## config.mk

```make
export PLATFORM = sky130hd
export DESIGN_NAME = ram_sdp_clr
export DESIGN_NICKNAME = d
export VERILOG_FILES = /design/src/rtl/ram_pkg.sv /design/src/rtl/ram_rd_pipe.sv /design/src/rtl/ram_sdp_clr.sv
export SDC_FILE = /design/constraint.sdc
export NUM_CORES = 1
export LEC_CHECK = 0
export ABC_CLOCK_PERIOD_IN_PS = 2900
export CORE_MARGIN = 2
export CORE_UTILIZATION = 25
export CTS_BUF_LIST = sky130_fd_sc_hd__clkbuf_4
export DETAILED_ROUTE_END_ITERATION = 12
export SLEW_MARGIN = 15
export SYNTH_ARGS = -nofsm -noshare
export SYNTH_HDL_FRONTEND = slang
export SYNTH_SLANG_ARGS = --single-unit
```

## constraint.sdc

```tcl
create_clock -name clock -period 2.9 [get_ports clock]
set_input_delay 0.29 -clock clock [delete_from_list [all_inputs] [get_ports clock]]
set_output_delay 0.29 -clock clock [all_outputs]
set_load 0.05 [all_outputs]
```

## src/rtl/ram_pkg.sv

```systemverilog
// Shared types and constants for the self-clearing simple dual-port RAM.
package ram_pkg;

  typedef enum logic {
    CLEAR = 1'b0,
    READY = 1'b1
  } clr_state_e;

  localparam int unsigned RDW_OLD = 0;
  localparam int unsigned RDW_NEW = 1;

endpackage

```

## src/rtl/ram_rd_pipe.sv

```systemverilog
// Read-result pipeline: READ_LATENCY stages of data/valid, last stage drives q.
module ram_rd_pipe #(
  parameter int unsigned DATA_WIDTH   = 8,
  parameter int unsigned READ_LATENCY = 1
) (
  input  logic                  clock,
  input  logic                  reset,
  input  logic                  in_valid,
  input  logic [DATA_WIDTH-1:0] in_data,
  output logic [DATA_WIDTH-1:0] q,
  output logic                  q_valid
);

  logic [READ_LATENCY-1:0] valid_q;
  logic [DATA_WIDTH-1:0]   data_q [READ_LATENCY];

  // Data stages load only behind a valid, so the last stage holds the previous result.
  always_ff @(posedge clock) begin
    if (reset) begin
      valid_q <= '0;
      for (int i = 0; i < int'(READ_LATENCY); i++) begin
        data_q[i] <= '0;
      end
    end else begin
      valid_q[0] <= in_valid;
      if (in_valid) begin
        data_q[0] <= in_data;
      end
      for (int i = 1; i < int'(READ_LATENCY); i++) begin
        valid_q[i] <= valid_q[i-1];
        if (valid_q[i-1]) begin
          data_q[i] <= data_q[i-1];
        end
      end
    end
  end

  assign q       = data_q[READ_LATENCY-1];
  assign q_valid = valid_q[READ_LATENCY-1];

endmodule

```

## src/rtl/ram_sdp_clr.sv

```systemverilog
// Simple dual-port RAM with byte enables, selectable read-during-write and a
// post-reset clear sequence that zeroes every entry before accepting requests.
module ram_sdp_clr
  import ram_pkg::*;
#(
  parameter int unsigned DATA_WIDTH   = 8,
  parameter int unsigned ADDR_WIDTH   = 6,
  parameter int unsigned BYTE_W       = 8,
  parameter int unsigned READ_LATENCY = 1,
  parameter int unsigned RDW_MODE     = RDW_OLD
) (
  input  logic                             clock,
  input  logic                             reset,
  input  logic                             we,
  input  logic [ADDR_WIDTH-1:0]            write_addr,
  input  logic [DATA_WIDTH-1:0]            data,
  input  logic [(DATA_WIDTH/BYTE_W)-1:0]   be,
  input  logic                             re,
  input  logic [ADDR_WIDTH-1:0]            read_addr,
  output logic [DATA_WIDTH-1:0]            q,
  output logic                             q_valid,
  output logic                             init_busy
);

  localparam int unsigned DEPTH = 2 ** ADDR_WIDTH;
  localparam int unsigned NB    = DATA_WIDTH / BYTE_W;

  if (READ_LATENCY != 1 && READ_LATENCY != 2) begin : gen_bad_latency
    $error("ram_sdp_clr: READ_LATENCY must be 1 or 2");
  end
  if (BYTE_W == 0 || (DATA_WIDTH % BYTE_W) != 0) begin : gen_bad_width
    $error("ram_sdp_clr: DATA_WIDTH must be a multiple of BYTE_W");
  end
  if (RDW_MODE != RDW_OLD && RDW_MODE != RDW_NEW) begin : gen_bad_rdw
    $error("ram_sdp_clr: RDW_MODE must be 0 or 1");
  end

  logic [DATA_WIDTH-1:0] mem [DEPTH];

  clr_state_e            state_q;
  logic [ADDR_WIDTH-1:0] clr_ptr_q;

  logic                  wr_en;
  logic                  rd_en;
  logic [DATA_WIDTH-1:0] wr_merged;
  logic [DATA_WIDTH-1:0] rd_word;

  always_ff @(posedge clock) begin
    if (reset) begin
      state_q   <= CLEAR;
      clr_ptr_q <= '0;
    end else if (state_q == CLEAR) begin
      clr_ptr_q <= clr_ptr_q + 1'b1;
      if (clr_ptr_q == {ADDR_WIDTH{1'b1}}) begin
        state_q <= READY;
      end
    end
  end

  assign init_busy = (state_q == CLEAR);
  assign wr_en     = we && (state_q == READY);
  assign rd_en     = re && (state_q == READY);

  always_comb begin
    wr_merged = mem[write_addr];
    for (int i = 0; i < int'(NB); i++) begin
      if (be[i]) begin
        wr_merged[i*BYTE_W +: BYTE_W] = data[i*BYTE_W +: BYTE_W];
      end
    end
  end

  // Contents are never reset; the clear sequence is the only source of zeroes.
  always_ff @(posedge clock) begin
    if (!reset) begin
      if (state_q == CLEAR) begin
        mem[clr_ptr_q] <= '0;
      end else if (wr_en) begin
        mem[write_addr] <= wr_merged;
      end
    end
  end

  // The word is captured in the request cycle, so later writes cannot disturb it.
  always_comb begin
    rd_word = mem[read_addr];
    if (RDW_MODE == RDW_NEW && wr_en && (read_addr == write_addr)) begin
      rd_word = wr_merged;
    end
  end

  ram_rd_pipe #(
    .DATA_WIDTH  (DATA_WIDTH),
    .READ_LATENCY(READ_LATENCY)
  ) u_rd_pipe (
    .clock   (clock),
    .reset   (reset),
    .in_valid(rd_en),
    .in_data (rd_word),
    .q       (q),
    .q_valid (q_valid)
  );

endmodule

```

==> flow_summary.yaml, run 1 <==
run_status:
  status: "complete, no violations"
synth:
  async_flop_share: 0
  ys_types: 52
  synthesis.nets: 1034
  ys_seq_area_frac: 0.752
  syn_area_um2: 21000
  synth-edff-count: 520
  yosysWarnings: 0
  synthFlopType: "edfxtp_1"
  synth_area_per_cell_um2: 20.8
  ys_seq_elements: 528
  synth_cells: 1008
layout:
  multiInputGateArea_um2: 4780
  final_cells: 2465
  n_fill_cell: 8008
  area_growth_pct: 21.0
  register_area_um2: 15800
  drive_gt1_frac: 0.339
  nNetsFinal: 1310
clocking:
  cts_buffers: 141
  clk_latency_ns: 0.85
  cts_repair_resize_count: 0
  cts_hold_buf: 0
  clock_sinks: 528
  root_buffer: "clkbuf_4"
  clk_path_buf_depth: 3
  cts_tree: "done"
  htree_levels: 4
  clkTransAtPathRegs_ns: 0.07
  postCtsSetupBuffers: 0
sta:
  setup_viol: 0
  drv_slew: 0
  tightestPinTransition_ns: 0.758
  finalCriticalPeriod_ns: 2.55
  skew_ns: 0.0604
  relSlewSlack: 0.481
  rsz0062_at_grt: "false"
  hold_viol: 0
  setup-tns-final_ns: 0
  clock.fmax_ghz: 0.392
  fin_crit_sh: 0.879
global_route:
  gr-total-overflow: 0
  grt_antenna_before_repair: 1
  grt_max_degree: 65
  grt_pass1_wl_um: 75100
  groute.usage.overall: 0.119
  grt_pass1_vias: 11606
setup_path:
  r2r_cells: 7
  reg2reg_to: "mem[24][1]$_DFFE_PP_"
  worstPathRequired_ns: 2.61
  crit_path_end_kind: "output pin"
  crit_arrival_ns: 2.26
  rrSetupSlack_ns: 0.47
  crit_type: "register to output pin"
  cp_max_fo: 11
  worstSetupStartpointType: "register"
  r2r-start: "state_q$_SDFF_PP0_"
drt:
  vias: 11103
  post_drt_wl_per_cell_um: 20.6
  wl_um: 50900
  firstDrtPassIters: 8
  vias_per_cell: 4.50
  drt_iter0_markers: 1054
  final_antenna_net_count: 0
  route.detailed.drc: 0
min_path:
  min_path_cells: 3
  hold_path_class: "input pin to register"
  whs_endpoint: "clr_ptr_q[4]$_SDFFE_PP0N_"
  worstHoldStart: "reset"
floorplan:
  design.die.area_um2: 86300
  die_w_um: 294
  core-area_um2: 83400
  ioPinCount: 35
  start_util: 0.252
  fp-row-count: 106
  fp.dieH_um: 294
job:
  max-cap-violations: 0
place:
  dp.cells: 2221
  gp_congestion: 0.810
  io_buffers: 34
  post-dp-hpwl_um: 32300
pwr:
  power_leakage_nw: 9.66
  pwr_density_cell_nw_per_um2: 609
  peakVddDrop_uv: 269
[per-layer routing]
layer / vias to the layer above / share of wire / GRT usage
li1: 4860 / - / -
met1: 5704 / 0.42 / 0.154
met2: 461 / 0.47 / 0.186
met3: 78 / 0.087 / 0.0390
met4: 0 / 0.022 / 0.0426
met5: - / 0 / 0
[power breakdown]
group,switching (W),total (W),internal (W)
sequential,0.0000153,0.00830,0.00828
clock,0.00293,0.00662,0.00370
combinational,0.000306,0.000540,0.000234
[worst max-delay path, stage by stage, from the launching register on]
cell	delay, ns
dfxtp_1	0.32
buf_4	0.18
inv_1	0.13
clkdlybuf4s50_1	0.82
[cell families (layout without fill, tap and decap cells)]
kind of cell | Yosys count | count (layout) | synth area share
fa+ha+maj | 1 | 1 | 0.000596
buf+inv | 49 | 423 | 0.0210
mux | 155 | 155 | 0.156
simple gates | 187 | 187 | 0.0410
other cells | 0 | 3 | 0
flops | 528 | 528 | 0.752
xor+xnor | 5 | 5 | 0.00209
compound gates | 83 | 83 | 0.0271
[registers in the layout, summed over array words and instances (netlist names)]
signal and cells:
u_rd_pipe.data_q 8, u_rd_pipe.q_valid 1, mem 512, state_q 1
clr_ptr_q 6
[placed cells by master, fill, tap and decap left out, types with 5 or more instances in the layout]
cell,n
a2111oi_0,5
a211oi_1,9
a21oi_1,6
a22o_1,7
and2_2,8
buf_12,17
buf_4,129
bufinv_16,6
clkbuf_4,200
clkdlybuf4s50_1,31
clkinv_1,24
clkinv_2,6
dfxtp_1,8
edfxtp_1,520
mux2i_1,27
mux4_1,34
mux4_2,94
nand2_1,37
nand2b_1,9
nand3_1,6
nand3b_1,5
nor2_1,89
nor3_1,10
o21ai_0,14
o22ai_1,20
o31ai_1,6
or3_1,5
[worst max-delay path by stage]
stage                       start  slack, ns  depth (start not counted)                                   end
6_report       state_q$_SDFF_PP0_       0.35                          3                             init_busy
5_1_grt        state_q$_SDFF_PP0_       0.23                          3                             init_busy
4_1_cts        state_q$_SDFF_PP0_       0.28                          3                             init_busy
3_5_place_dp                   be       0.20                          7                  mem[24][1]$_DFFE_PP_
3_3_place_gp         read_addr[0]       0.23                          7  u_rd_pipe.data_q[0][0]$_SDFFCE_PN0P_
2_1_floorplan  state_q$_SDFF_PP0_       0.69                          6                  mem[19][0]$_DFFE_PP_
[cell usage after synthesis (2+ instances only)]
master,n,area [µm²]
buf_6,13,146
and2_1,10,62.6
a22o_1,7,61.3
buf_2,4,20.0
nor2_1,89,334
nand2b_1,9,56.3
o21bai_1,4,30.0
mux4_2,94,2120
buf_12,4,80.1
nor2b_1,4,25.0
nand4b_1,2,17.5
clkbuf_1,8,30.0
o31ai_1,6,45.0
a211oi_1,9,67.6
o22ai_1,20,125
nand3b_1,5,37.5
dfxtp_1,8,160
nand3_1,6,30.0
nor3_1,10,50.1
a2111oi_0,5,43.8
a22oi_1,3,22.5
clkbuf_8,4,55.1
o21ai_0,14,70.1
mux4_1,34,893
mux2i_1,27,270
inv_1,4,15.0
or3_1,5,31.3
xor2_1,3,26.3
edfxtp_1,520,15600
xnor2_1,2,17.5
buf_4,10,75.1
nand2_1,37,139
o21a_1,2,15.0
nand4_1,3,18.8
a21oi_1,6,30.0
[per-stage QoR]
step | power, W | instance area (µm²) | hold slack (ns) | utilization | setup slack [ns]
5_1_grt | 0.0161 | 25400 | 0.190 | 0.304 | 0.234
3_5_place_dp | 0.00900 | 23500 | 0.558 | 0.282 | 0.196
6_report | 0.0155 | 25400 | 0.251 | 0.304 | 0.351
3_3_place_gp | 0.00900 | 23500 | 0.561 | 0.282 | 0.230
4_1_cts | 0.0157 | 25400 | 0.166 | 0.304 | 0.277
2_1_floorplan | 0.00879 | 21000 | 0.485 | - | 0.687
[final cells by class]
cell class / count / share of cell area
antenna: 3 / 0.000296
sequential: 528 / 0.621
timing repair buffer: 178 / 0.0642
clock buffer: 200 / 0.0592
inverter: 4 / 0.000592
tap: 1080 / 0.0532
clock inverter: 41 / 0.0129
multi-input combinational: 431 / 0.188
No activity file was read; power rests on OpenSTA's default activity.
==> inputs of run 2 (changes only) <==
--- a/config.mk
+++ b/config.mk
@@ -5,10 +5,11 @@
 export SDC_FILE = /design/constraint.sdc
 export NUM_CORES = 1
 export LEC_CHECK = 0
-export ABC_CLOCK_PERIOD_IN_PS = 2900
+export ABC_CLOCK_PERIOD_IN_PS = 2500
 export CORE_MARGIN = 2
 export CORE_UTILIZATION = 25
 export CTS_BUF_LIST = sky130_fd_sc_hd__clkbuf_4
+export CTS_CLUSTER_SIZE = 30
 export DETAILED_ROUTE_END_ITERATION = 12
 export SLEW_MARGIN = 15
 export SYNTH_ARGS = -nofsm -noshare
==> constraint.sdc (replaced) <==
create_clock -name clock -period 2.5 [get_ports clock]
set_input_delay 0.25 -clock clock [delete_from_list [all_inputs] [get_ports clock]]
set_output_delay 0.25 -clock clock [all_outputs]
set_load 0.05 [all_outputs]
==> flow_summary.yaml, run 2 (same netlist as run 1, synthesis figures left out) <==
min_path:
  hold_path_class: "input pin to register"
  whs_endpoint: "u_rd_pipe.q_valid$_SDFF_PP0_"
  min_path_cells: 3
  worstHoldStart: "re"
layout:
  layout_common_cells: "edfxtp_1 (520), clkbuf_4 (196), buf_4 (151)"
  final_common_cell: "edfxtp_1"
  area_growth_pct: 22.3
  largest_register: "mem"
  nNetsFinal: 1337
  largest_reg_flops: 512
  n_fill_cell: 8007
  final_cells: 2488
  largest_registers: "mem x512, u_rd_pipe.data_q x8, clr_ptr_q x6"
  drive_gt1_frac: 0.354
global_route:
  groute.usage.overall: 0.122
  grt_pass1_vias: 11863
  grt_antenna_before_repair: 3
  grt_pass1_wl_um: 76500
  gr-total-overflow: 0
  grt_max_degree: 65
job:
  max-cap-violations: 0
floorplan:
  fp.dieH_um: 294
  ioPinCount: 35
  start_util: 0.252
  fp-row-count: 106
  design.die.area_um2: 86300
  die_w_um: 294
  core-area_um2: 83400
place:
  dp.cells: 2252
  gp_congestion: 0.804
  io_buffers: 34
  post-dp-hpwl_um: 33000
sta:
  skew_ns: 0.0617
  relSlewSlack: 0.557
  clock.fmax_ghz: 0.430
  tightestPinTransition_ns: 0.647
  setup_viol: 0
  hold_viol: 0
  fin_crit_sh: 0.931
  setup-tns-final_ns: 0
  rsz0062_at_grt: "false"
  finalCriticalPeriod_ns: 2.33
  drv_slew: 0
setup_path:
  r2r-start: "state_q$_SDFF_PP0_"
  crit_arrival_ns: 2.08
  cp_max_fo: 1
  crit_family: "buffers and inverters"
  worstSetupStartpointType: "register"
  crit_type: "register to output pin"
  reg2reg_to: "mem[34][7]$_DFFE_PP_"
  r2r_cells: 7
  critPathSlowestCell: "clkdlybuf4s50_1"
  rrSetupSlack_ns: 0.34
  cp.depth: 1
  crit_path_end_kind: "output pin"
  critPathMaxStageDelay_ns: 0.82
  worstPathRequired_ns: 2.25
  worst-path-buf-inv: 1
  crit_chain: "clkdlybuf4s50_1"
drt:
  firstDrtPassIters: 5
  wl_um: 51700
  vias_per_cell: 4.53
  vias: 11277
  drt_iter0_markers: 1146
  final_antenna_net_count: 0
  route.detailed.drc: 0
  post_drt_wl_per_cell_um: 20.8
clocking:
  htree_levels: 4
  clk_path_buf_depth: 3
  cts_hold_buf: 0
  clock_sinks: 528
  cts_buffers: 137
  clkTransAtPathRegs_ns: 0.06
  cts_tree: "done"
  postCtsSetupBuffers: 0
  cts_repair_resize_count: 6
  clk_latency_ns: 0.95
  root_buffer: "clkbuf_4"
run_status:
  status: "complete, no violations"
pwr:
  power_leakage_nw: 9.84
  pwr_density_cell_nw_per_um2: 694
  peakVddDrop_uv: 305
[run 2: cell count changes in the layout (fill, tap and decap cells not counted), moves of 4 or more]
cell | previous run | this run
clkdlybuf4s50_1 | 31 | 25
buf_4 | 129 | 151
clkinv_1 | 24 | 19
clkbuf_4 | 200 | 196
dlygate4sd2_1 | 0 | 6
buf_12 | 17 | 26
[run 2: worst max path at each step]
stage | start | endpoint | slack [ns]
detailed placement | reset | mem[35][7]$_DFFE_PP_ | -0.08
floorplan | state_q$_SDFF_PP0_ | mem[19][0]$_DFFE_PP_ | 0.29
CTS | u_rd_pipe.data_q[0][0]$_SDFFCE_PN0P_ | q[0] | 0.03
finish | u_rd_pipe.data_q[0][0]$_SDFFCE_PN0P_ | q[0] | 0.17
global route | u_rd_pipe.data_q[0][0]$_SDFFCE_PN0P_ | q[0] | 0.03
global placement | read_addr[4] | u_rd_pipe.data_q[0][1]$_SDFFCE_PN0P_ | -0.03
[run 2: area by class of cell]
| cell class | instances | area, µm² | share of cell area |
|---|---|---|---|
| clock buffers | 196 | 1470 | 0.0573 |
| multi-input cells | 431 | 4780 | 0.186 |
| well taps | 1080 | 1350 | 0.0527 |
| flip-flops and latches | 528 | 15800 | 0.615 |
| diodes | 3 | 7.51 | 0.000293 |
| inverters | 4 | 15.0 | 0.000585 |
| clock inverters | 37 | 294 | 0.0115 |
| repair buffers | 209 | 1970 | 0.0767 |
[run 2: where the power goes]
group | leakage (nW) | internal, W | switching [W]
Combinational | 2.83 | 0.000294 | 0.000366
Clock | 1.04 | 0.00411 | 0.00340
Sequential | 5.96 | 0.00961 | 0.0000181
Total | 9.84 | 0.0140 | 0.00378
[run 2: per-stage QoR]
stage               worst slack (ns)  area [µm²]  utilization  total power, W  hold WS [ns]
global placement             -0.0296       23900        0.286          0.0105         0.568
global route                  0.0349       25700        0.308          0.0185         0.104
CTS                           0.0257       25700        0.307          0.0180         0.113
finish                         0.172       25700        0.308          0.0178         0.233
floorplan                      0.287       21000            -          0.0102         0.445
detailed placement           -0.0813       23900        0.286          0.0105         0.603
[run 2: routing by layer]
metal | vias up | track usage | wire length, µm
met4 | 0 | 0.0490 | 1180
met2 | 425 | 0.194 | 25100
li1 | 4909 | - | -
met5 | - | 0 | 0
met3 | 72 | 0.0311 | 3600
met1 | 5871 | 0.158 | 21900
==> RTL edit 1: new RTL, config.mk and constraints of run 2 <==
`READ_LATENCY` is set to 1 in 2 places; all go to 2.
--- a/src/rtl/ram_rd_pipe.sv
+++ b/src/rtl/ram_rd_pipe.sv
@@ -2,5 +2,5 @@
 module ram_rd_pipe #(
   parameter int unsigned DATA_WIDTH   = 8,
-  parameter int unsigned READ_LATENCY = 1
+  parameter int unsigned READ_LATENCY = 2
 ) (
   input  logic                  clock,
--- a/src/rtl/ram_sdp_clr.sv
+++ b/src/rtl/ram_sdp_clr.sv
@@ -7,5 +7,5 @@
   parameter int unsigned ADDR_WIDTH   = 6,
   parameter int unsigned BYTE_W       = 8,
-  parameter int unsigned READ_LATENCY = 1,
+  parameter int unsigned READ_LATENCY = 2,
   parameter int unsigned RDW_MODE     = RDW_OLD
 ) (
Formal check against the unedited RTL: same outputs for any inputs over 4 cycles, from zero or initial values and one cycle with reset high; that may be too few to reach the edited logic, so the function may still have changed.
==> RTL edit 1 against run 2 <==
Setup slack got worse by 0.055 ns; sequential cell count rose by 9; power rose by 2.4%; count of clock-buffer cells in the layout rose by 2; clock power rose by 3.1%; wire length fell by 3.2%; critical path depth rose by 1; area after synthesis rose by 1.1%; highest routed layer unchanged; synthesized cell count rose by 1.3%; critical path type unchanged; design area rose by 1.6%.
==> RTL edit 1: results <==
metrics = {
    "detailed_routing": {
        "wl_um": 50100,
        "wl_met3_um": 3240,
        "vias_per_cell": 4.41,
        "wl_met2_um": 24700,
        "met1_length_um": 21100,
        "first_pass_iters": 5,
        "drt-initial-drc-count": 935,
    },
    "timing": {
        "slew-limit-headroom": 0.556,
    },
    "global_route": {
        "first_global_vias": 11800,
        "grt_pass1_wl_um": 74500,
        "gr-usage-met1": 0.148,
        "use_met3": 0.0278,
        "grt_busiest_layer": "met2",
        "antenna_found_initial": 1,
        "grt_usage": 0.116,
    },
    "placement": {
        "hpwl_um": 31400,
        "dp_slack_ns": -0.144,
        "place.gp.congestion": 0.802,
    },
    "synth": {
        "synthXorXnorAreaFrac": 0.00165,
        "synth_seq_area_share": 0.756,
        "synthDistinctLibCells": 52,
        "synth_compound_area_frac": 0.0222,
        "synth_edf_count": 528,
        "synth_mux_area_frac": 0.162,
        "synthTopCellsByCount": "edfxtp_1, mux4_2, nor2_1",
        "synth_ff_type": "edfxtp_1",
        "syn_nets": 1047,
        "synthAdderAreaFrac": 0.000590,
        "synthTopCellsByArea": "edfxtp_1, mux4_2, mux2i_1",
    },
    "cells_and_area": {
        "fin_nets": 1329,
        "reg.largest.list": "mem: 512 flops, u_rd_pipe.data_q: 16 flops, clr_ptr_q: 6 flops",
        "drive_gt1_frac": 0.377,
    },
    "min_path": {
        "holdPathStages": 2,
        "hold_class": "in -> reg",
    },
    "cts": {
        "clkLatencyLatePin_ns": 0.87,
        "cts_buffers": 138,
        "cts-resized-gates": 0,
    },
    "setup_path": {
        "path_max_fanout": 7,
        "critPathLaunch": "state_q",
        "arrival_ns": 2.13,
        "reg2regPathDepth": 7,
    },
    "pwr": {
        "leakage_nw": 9.70,
        "ir_worst_vdd_uv": 283,
        "p_switching_mw": 3.86,
        "pwr-share-clk": 0.425,
        "powerDensity_mw_per_mm2": 699,
    },
    "run_status": {
        "status": "complete, no violations",
    },
}
-- RTL edit 1: final cells by class --
type / count / area share
antenna: 1 / 0.0000960
clock buffer: 198 / 0.0570
clock inverter: 43 / 0.0129
inverter: 5 / 0.000720
multi-input combinational: 420 / 0.183
sequential: 537 / 0.615
tap: 1134 / 0.0545
timing repair buffer: 201 / 0.0761
-- RTL edit 1: worst max-delay path, stage by stage, from the launching register on --
cell	delay, ns
dfxtp_1	0.37
inv_1	0.10
clkdlybuf4s50_1	0.80
-- RTL edit 1: per-stage QoR --
step / area (sq um) / cells
2_1_floorplan: 21200 / 1021
3_3_place_gp: 24200 / 2297
3_5_place_dp: 24200 / 2297
4_1_cts: 26100 / 2538
5_1_grt: 26100 / 2539
6_report: 26100 / 2539
-- RTL edit 1: path summary, 6_finish.rpt --
kind	to	slack, ns
worst max-delay path	init_busy	0.12
worst min-delay path	u_rd_pipe.valid_q[0]	0.10
worst max register to register	mem[49][0]	0.19
worst min register to register	u_rd_pipe.valid_q[1]	0.48
==> RTL edit 2: new RTL, flow settings as in run 2 <==
Without the edit above. Register the input `read_addr` before use, with the module's reset. The logic sees it one clock later. The other inputs are not delayed to match.
--- a/src/rtl/ram_sdp_clr.sv
+++ b/src/rtl/ram_sdp_clr.sv
@@ -25,4 +25,14 @@
   localparam int unsigned DEPTH = 2 ** ADDR_WIDTH;
   localparam int unsigned NB    = DATA_WIDTH / BYTE_W;
+
+  logic [ADDR_WIDTH-1:0] read_addr_q;
+
+  always_ff @(posedge clock) begin
+    if (reset) begin
+      read_addr_q <= '0;
+    end else begin
+      read_addr_q <= read_addr;
+    end
+  end
 
   if (READ_LATENCY != 1 && READ_LATENCY != 2) begin : gen_bad_latency
@@ -84,6 +94,6 @@
   // The word is captured in the request cycle, so later writes cannot disturb it.
   always_comb begin
-    rd_word = mem[read_addr];
-    if (RDW_MODE == RDW_NEW && wr_en && (read_addr == write_addr)) begin
+    rd_word = mem[read_addr_q];
+    if (RDW_MODE == RDW_NEW && wr_en && (read_addr_q == write_addr)) begin
       rd_word = wr_merged;
     end
Behaviour: same outputs for any inputs over 4 cycles, from zero or initial values and one cycle with reset high; that may be too few to reach the edited logic, so the function may still have changed.
==> RTL edit 2 against run 2 <==
Synthesized cell count increased by 1.1%; wire length increased by 3.7%; power increased by 2.3%; sequential share of layout area decreased by 0.28 points; design area increased by 1.3%; sequential cell count increased by 6; register-to-register slack got worse by 0.27 ns; setup slack got worse by 0.11 ns; global-route usage increased by 0.55 points; count of clock-buffer cells in the layout increased by 13; area after synthesis decreased by 0.56%; largest cell class unchanged.
==> RTL edit 2: results <==
metrics = {
    "setup_path": {
        "rrSetupSlack_ns": 0.07,
        "arrival_ns": 3.11,
        "r2r_end": "u_rd_pipe.data_q[0][3]",
    },
    "detailed_routing": {
        "wl_met2_um": 25500,
        "met1_length_um": 22400,
        "wl_um": 53700,
        "wl_met3_um": 4290,
        "top_layer": "met4",
        "vias": 11500,
        "drt-initial-drc-count": 1159,
    },
    "timing": {
        "holdWs_ns": 0.159,
        "worst_pin_slew_ns": 0.559,
        "fin_crit_ns": 2.43,
        "fin_skew_ns": 0.0446,
    },
    "synth": {
        "synth_mux_area_frac": 0.150,
        "syn_nets": 1045,
        "synthTopCellsByCount": "edfxtp_1, mux4_2, nor2_1",
        "synthAdderAreaFrac": 0.000600,
        "synthXorXnorAreaFrac": 0.00168,
        "synthTopCellsByArea": "edfxtp_1, mux4_2, nor2_1",
        "synth_seq_area_share": 0.762,
        "synth_compound_area_frac": 0.0273,
        "synth_area_per_cell_sq_um": 20.5,
        "synthDistinctLibCells": 55,
    },
    "min_path": {
        "holdPathEnd": "mem[50][7]",
        "holdPathStages": 2,
        "hp-start": "data[7]",
    },
    "pwr": {
        "leakage_nw": 9.62,
        "p_switching_mw": 3.93,
        "ir_worst_vdd_uv": 417,
        "total_power_mw": 18.2,
        "pwr-share-clk": 0.424,
        "p_comb_uw": 743,
    },
    "run_status": {
        "status": "complete, no violations",
    },
    "placement": {
        "post-place-cells": 2263,
        "place.gp.congestion": 0.815,
        "place_area_sq_mm": 0.0240,
    },
    "global_route": {
        "first_global_vias": 12000,
        "grt_pass1_wl_um": 78800,
        "grt_usage": 0.127,
    },
    "cts": {
        "htreeDepth": 4,
        "cts_buffers": 142,
    },
    "cells_and_area": {
        "fin_nets": 1371,
        "drive_gt1_frac": 0.389,
        "fin_cells": 2518,
        "fillers": 7893,
    },
}
==> RTL edit 2: changes by cell type after synthesis, moves of 8 or more <==
cell	delta
mux4_2	+36
mux4_1	-34
nand2_1	+15
nor2b_1	+11
buf_2	+10
mux2i_1	-9
o22ai_1	-9
buf_6	-8
nor2_1	-8
==> RTL edit 2: per-layer routing <==
| layer | vias to the layer above | global-route usage |
|---|---|---|
| li1 | 4955 | - |
| met1 | 5939 | 0.163 |
| met2 | 471 | 0.198 |
| met3 | 89 | 0.0388 |
| met4 | 0 | 0.0557 |
| met5 | - | 0 |
==> RTL edit 2: layout make-up <==
type	instances	area [sq um]	area share
Inverter	6	22.5	0.000867
Timing Repair Buffer	231	2220	0.0855
Multi-Input combinational cell	430	4680	0.180
Clock inverter	33	243	0.00934
Sequential cell	534	15900	0.612
Clock buffer	209	1570	0.0604
Tap cell	1070	1340	0.0515
Antenna cell	5	12.5	0.000481
==> RTL edit 2: how the worst max path moves through the flow <==
stage / from / endpoint / depth (start not counted)
after floorplan: reset / mem[0][0] / 5
after global placement: reset / mem[51][2] / 9
after detailed placement: reset / mem[51][5] / 9
after CTS: state_q / init_busy / 3
after global routing: flop / u_rd_pipe.data_q[0][4] / 9
final: flop / u_rd_pipe.data_q[0][3] / 7
==> RTL edit 2: repair_timing <==
action / CTS / global route
gates cloned: 1 / 0
setup endpoints to repair: 11 / 4
hold endpoints to repair: 7 / 0
gates resized for setup: 11 / 5
hold buffers: 7 / 0
pin swaps: 0 / 1
==> RTL edit 2: worst max-delay path, cell delays in order, from the launching register on <==
cell and delay [ns]:
dfxtp_4 0.39, buf_12 0.12, buf_4 0.21, buf_4 0.18
mux4_2 0.49, mux2i_1 0.28, a221oi_1 0.16, a22o_1 0.32
